`config.mk`:
```
export PLATFORM = sky130hd
export DESIGN_NAME = bus_uart_frame_rx
export DESIGN_NICKNAME = d
export VERILOG_FILES = /design/src/rtl/bus_uart_frame_rx.sv
export SDC_FILE = /design/constraint.sdc
export NUM_CORES = 1
export LEC_CHECK = 0
export CAP_MARGIN = 20
export CELL_PAD_IN_SITES_DETAIL_PLACEMENT = 1
export CELL_PAD_IN_SITES_GLOBAL_PLACEMENT = 1
export CORE_ASPECT_RATIO = 0.8
export CORE_MARGIN = 4
export CORE_UTILIZATION = 40
export DETAILED_ROUTE_END_ITERATION = 10
export PLACE_DENSITY = 0.69
export SYNTH_ARGS = -nofsm -noshare
export SYNTH_HDL_FRONTEND = slang
export SYNTH_SLANG_ARGS = --single-unit
```
`constraint.sdc`:
```
create_clock -name clock -period 2.4 [get_ports clock]
set_input_delay 0.36 -clock clock [delete_from_list [all_inputs] [get_ports clock]]
set_output_delay 0.36 -clock clock [all_outputs]
set_load 0.01 [all_outputs]
```
`src/rtl/bus_uart_frame_rx.sv`:
```
`timescale 1ns/1ps
// bus_uart_frame_rx: 8N1 UART receiver that assembles 3-byte bus request
// frames (cmd/addr-hi, addr-lo, data) and holds one frame for the local bus
// master behind a valid/ready handshake.
module bus_uart_frame_rx #(
    parameter int CLKS_PER_BIT = 5208,
    parameter int ADDR_WIDTH   = 12,
    parameter int DATA_WIDTH   = 8,
    parameter int TIMEOUT_BITS = 20
) (
    input  logic                  clock,
    input  logic                  rst,
    input  logic                  uart_rx,
    input  logic                  frame_ready,
    output logic                  frame_valid,
    output logic                  frame_write,
    output logic [ADDR_WIDTH-1:0] frame_addr,
    output logic [DATA_WIDTH-1:0] frame_data,
    output logic                  frame_err,
    output logic                  overrun_err
);

    localparam int BAUD_W    = $clog2(CLKS_PER_BIT);
    localparam int TMO_LIMIT = TIMEOUT_BITS * CLKS_PER_BIT;
    localparam int TMO_W     = $clog2(TMO_LIMIT + 1);
    localparam int HI_W      = ADDR_WIDTH - 8;

    localparam logic [BAUD_W-1:0] HALF_LAST = BAUD_W'(CLKS_PER_BIT / 2 - 1);
    localparam logic [BAUD_W-1:0] BIT_LAST  = BAUD_W'(CLKS_PER_BIT - 1);
    localparam logic [TMO_W-1:0]  TMO_LAST  = TMO_W'(TMO_LIMIT - 1);

    // BREAK holds off a new start after a bad stop bit until the line returns high
    typedef enum logic [2:0] {S_IDLE, S_START, S_DATA, S_STOP, S_BREAK} state_t;

    state_t            state, next_state;
    logic              rx_m, rx_s;
    logic [BAUD_W-1:0] baud_cnt;
    logic [2:0]        bit_cnt;
    logic [7:0]        shift;
    logic [1:0]        byte_cnt;
    logic [TMO_W-1:0]  tmo_cnt;
    logic              wr_flag;
    logic [HI_W-1:0]   addr_hi;
    logic [7:0]        addr_lo;

    logic half_hit, full_hit;
    logic start_entry, byte_done, stop_err, timeout_hit, frame_done;

    assign half_hit    = (baud_cnt == HALF_LAST);
    assign full_hit    = (baud_cnt == BIT_LAST);
    assign timeout_hit = (state == S_IDLE) && (byte_cnt != 2'd0) && (tmo_cnt == TMO_LAST);
    assign frame_done  = byte_done && (byte_cnt == 2'd2);

    // Two-flop synchroniser for the asynchronous serial line (idles high)
    always_ff @(posedge clock or negedge rst) begin
        if (!rst) begin
            rx_m <= 1'b1;
            rx_s <= 1'b1;
        end else begin
            rx_m <= uart_rx;
            rx_s <= rx_m;
        end
    end

    // RX FSM state register
    always_ff @(posedge clock or negedge rst) begin
        if (!rst) state <= S_IDLE;
        else      state <= next_state;
    end

    // RX FSM next-state and per-byte event decode
    always_comb begin
        next_state  = state;
        start_entry = 1'b0;
        byte_done   = 1'b0;
        stop_err    = 1'b0;
        case (state)
            S_IDLE: begin
                if (!rx_s) begin
                    next_state  = S_START;
                    start_entry = 1'b1;
                end
            end
            S_START: begin
                if (half_hit) next_state = rx_s ? S_IDLE : S_DATA;
            end
            S_DATA: begin
                if (full_hit && (bit_cnt == 3'd7)) next_state = S_STOP;
            end
            S_STOP: begin
                if (full_hit) begin
                    if (rx_s) begin
                        byte_done  = 1'b1;
                        next_state = S_IDLE;
                    end else begin
                        stop_err   = 1'b1;
                        next_state = S_BREAK;
                    end
                end
            end
            S_BREAK: begin
                if (rx_s) next_state = S_IDLE;
            end
            default: next_state = S_IDLE;
        endcase
    end

    // Baud timing, bit counting and LSB-first shift register
    always_ff @(posedge clock or negedge rst) begin
        if (!rst) begin
            baud_cnt <= '0;
            bit_cnt  <= 3'd0;
            shift    <= 8'd0;
        end else begin
            if ((state == S_IDLE) || (state == S_BREAK) ||
                ((state == S_START) && half_hit) || full_hit)
                baud_cnt <= '0;
            else
                baud_cnt <= baud_cnt + 1'b1;

            if (state == S_START) begin
                bit_cnt <= 3'd0;
            end else if ((state == S_DATA) && full_hit) begin
                bit_cnt <= bit_cnt + 3'd1;
                shift   <= {rx_s, shift[7:1]};
            end
        end
    end

    // Frame assembler, inter-byte timeout and framing error pulse
    always_ff @(posedge clock or negedge rst) begin
        if (!rst) begin
            byte_cnt  <= 2'd0;
            tmo_cnt   <= '0;
            wr_flag   <= 1'b0;
            addr_hi   <= '0;
            addr_lo   <= 8'd0;
            frame_err <= 1'b0;
        end else begin
            frame_err <= stop_err | timeout_hit;

            if (start_entry || timeout_hit || (byte_cnt == 2'd0))
                tmo_cnt <= '0;
            else if (state == S_IDLE)
                tmo_cnt <= tmo_cnt + 1'b1;

            if (stop_err || timeout_hit) begin
                byte_cnt <= 2'd0;
            end else if (byte_done) begin
                case (byte_cnt)
                    2'd0: begin
                        wr_flag  <= shift[7];
                        addr_hi  <= shift[HI_W-1:0];
                        byte_cnt <= 2'd1;
                    end
                    2'd1: begin
                        addr_lo  <= shift;
                        byte_cnt <= 2'd2;
                    end
                    default: byte_cnt <= 2'd0;
                endcase
            end
        end
    end

    // Single-entry output buffer; a completion while full and stalled is dropped
    always_ff @(posedge clock or negedge rst) begin
        if (!rst) begin
            frame_valid <= 1'b0;
            frame_write <= 1'b0;
            frame_addr  <= '0;
            frame_data  <= '0;
            overrun_err <= 1'b0;
        end else begin
            overrun_err <= 1'b0;
            if (frame_done) begin
                if (!frame_valid || frame_ready) begin
                    frame_valid <= 1'b1;
                    frame_write <= wr_flag;
                    frame_addr  <= {addr_hi, addr_lo};
                    frame_data  <= shift;
                end else begin
                    overrun_err <= 1'b1;
                end
            end else if (frame_valid && frame_ready) begin
                frame_valid <= 1'b0;
            end
        end
    end

endmodule

```
==> impl_metrics.json <==
{
  "outcome": "finished clean",
  "synth_commonest_cells": "dfrtp_1, mux2_2, nor2_1, nand3_1, nand2_1",
  "syn_inst": 313,
  "fin_area_um2": 4524,
  "ys_seq_elements": 85,
  "die_area_um2": 11180,
  "drt-initial-drc-count": 165,
  "cts_hold_buf": 0,
  "setup_violations": 0,
  "crit_required_ps": 2620,
  "muxShareOfSynthArea_pct": 13.37,
  "critPathBufInv": 0,
  "criticalPathCategory": "reg2reg",
  "synth_edf_count": 0,
  "yosys.area.top_type": "dfrtp_1",
  "clk_path_buf_depth": 2,
  "synth_fa_ha_area_share_pct": 1.311,
  "rsz0062_at_grt": "false",
  "synth_top_family_by_area": "simple AND/OR/NAND/NOR gates",
  "cp_slowest_cell": "nor3_4",
  "rrSetupSlack_ps": 270,
  "grt_antenna_before_repair": 0,
  "worstMarginPinSlew_ps": 707.8,
  "post-synth-top-count-cell": "dfrtp_1",
  "dpl-instance-area_um2": 4228,
  "design.core.area_um2": 9193,
  "fmax_mhz": 469.2,
  "grt_pass1_vias": 2619,
  "io_pins": 28,
  "start_util_pct": 41.53,
  "drc": 0,
  "syn-cell-area_um2": 3817,
  "cts_tree": "done",
  "maxCapViolCount": 0,
  "wl_per_cell_um": 16.61,
  "synthTopCellsByArea": "dfrtp_1, mux2_2, nor2_1",
  "drtAntennaViolNets": 0,
  "fin_crit_sh_pct": 88.80,
  "synth_ff_type": "dfrtp_1",
  "post_cts_resized": 0,
  "placedCellCount": 449,
  "wirelength_um": 7706,
  "synth_compound_area_share_pct": 3.900,
  "yosys.area_share.simple_pct": 18.26,
  "postCtsSetupBuffers": 0,
  "synthArstFlopShare_pct": 100.0,
  "grt_max_degree": 53,
  "nNetsFinal": 353,
  "root_buffer": "clkbuf_16",
  "critPathArrivalTime_ps": 2350,
  "layout-drive-gt1-share_pct": 22.06,
  "via_per_inst": 5.369,
  "syn_area_per_cell_um2": 12.20,
  "hold_class": "in2async",
  "crit_chain": "ha_1, and4bb_4, nand4_4, nor3_4, mux2_2",
  "portBuffers": 27,
  "grt_usage_pct": 15.59,
  "power_leakage_uw": 0.002014,
  "crit_family": "simple AND/OR/NAND/NOR gates",
  "finClkSkew_ps": 7.715,
  "hold_viol": 0,
  "rows": 31,
  "final.setup.tns_ps": 0,
  "grt_overflow_total": 0,
  "cts_sinks": 85,
  "first_pass_iters": 4,
  "cp_slowest_stage_delay_ps": 480,
  "max_slew_margin_pct": 52.82,
  "stdcell_count": 464,
  "area_delta_synth_final_pct": 18.52,
  "total_power_uw": 2875,
  "grt_pass1_wl_um": 13610,
  "clk_pin_slew_ps": 70,
  "ys_warn_count": 0,
  "period_needed_ps": 2131,
  "cp_max_fo": 9,
  "cp-end-kind": "register",
  "yosysSeqAreaShare_pct": 55.78,
  "place_hpwl_um": 5206,
  "cp-start-kind": "register",
  "power_density_nw_per_um2": 635.6,
  "whs_ps": 55.53,
  "syn_nets": 321,
  "cts_made_buffers": 9,
  "synth_top_area_share_pct": 54.41,
  "gp_congestion": 0.7646,
  "die_w_um": 117.2,
  "fp.dieH_um": 95.38,
  "synth_cell_types": 44,
  "worstSkewPairLatency_ps": 330,
  "n_antenna_cell": 0,
  "peakVddDrop_uv": 293.5,
  "synth_xor_area_share_pct": 5.277,
  "slew_violations": 0,
  "htreeDepth": 3,
  "vias": 2491
}
-- worst paths after layout --
kind | startpoint | end | cells past startpoint
hold reg to reg | rx_m$_DFF_PN1_ | rx_s$_DFF_PN1_ | 0
hold / removal | rst | frame_addr[5]$_DFFE_PN0P_ | 1
max in group asynchronous | rst | frame_addr[1]$_DFFE_PN0P_ | 2
setup reg to reg | baud_cnt[0]$_DFF_PN0_ | addr_lo[6]$_DFFE_PN0P_ | 5
setup / recovery | baud_cnt[0]$_DFF_PN0_ | addr_lo[6]$_DFFE_PN0P_ | 5
min in group clock | rx_m$_DFF_PN1_ | rx_s$_DFF_PN1_ | 0
-- metal layers --
metal / share of wire, % / GRT usage [%] / vias to the layer above
met2: 48 / 24.91 / 34
met1: 48 / 21.10 / 1275
li1: - / - / 1176
met3: 3.3 / 4.378 / 6
met5: 0 / 0 / -
met4: 1.1 / 3.725 / 0
-- flip-flops by register name, indices dropped and copies added (netlist names), 3 cells and up --
| name | count |
|---|---|
| addr_hi | 4 |
| addr_lo | 8 |
| baud_cnt | 13 |
| bit_cnt | 3 |
| frame_addr | 12 |
| frame_data | 8 |
| shift | 8 |
| state | 3 |
| tmo_cnt | 17 |
-- cell families after synthesis --
| kind of cell | count (synthesis) |
|---|---|
| simple gates | 117 |
| flops | 85 |
| fa+ha+maj | 4 |
| xor+xnor | 23 |
| mux | 44 |
| buf+inv | 17 |
| compound gates | 23 |
-- final cells by class --
type / count / area (um2)
Fill cell: 973 / 4668
Sequential cell: 85 / 2130
Multi-Input combinational cell: 211 / 1610
Timing Repair Buffer: 33 / 325.3
Clock buffer: 9 / 225.2
Tap cell: 115 / 143.9
Clock inverter: 6 / 71.32
Inverter: 5 / 18.77
-- metrics by stage --
stage	utilization, %	setup slack, ps
final	49.22	268.8
after global routing	49.22	108.3
after CTS	49.22	237.7
after detailed placement	45.99	250.3
after global placement	45.99	356.6
after floorplan	-	403.3
-- power breakdown --
group / internal, uW / leakage (uW) / switching [uW] / total [uW]
sequential: 1440 / 0.00117 / 2.39 / 1440
combinational: 7.71 / 0.000710 / 28.7 / 36.4
clock: 810 / 0.000139 / 591 / 1400
total: 2250 / 0.00201 / 622 / 2880
-- cell usage in the layout (no fill, tap or decap), types with 4 or more instances in the layout --
cell type	netlist	final
ha_1	4	4
xor2_1	12	12
clkbuf_16	0	9
nor2_1	34	33
and3_1	5	5
nand4_1	9	9
nand2_1	14	14
mux2_2	36	36
clkdlybuf4s50_1	0	26
mux2_4	5	5
inv_1	5	5
or3_1	5	5
buf_4	0	6
nand3_1	15	15
a21oi_1	8	8
o21ai_0	8	8
xnor2_1	11	11
dfrtp_1	83	83
-- worst register-to-register path, delay by kind of cell (launching register included) --
kind,cells,cell delay [ps]
and+or+nand+nor,3,960
DFF,1,400
muxes,1,400
adders and majority gates,1,270
Note: power is estimated with default switching activity, not from simulation.
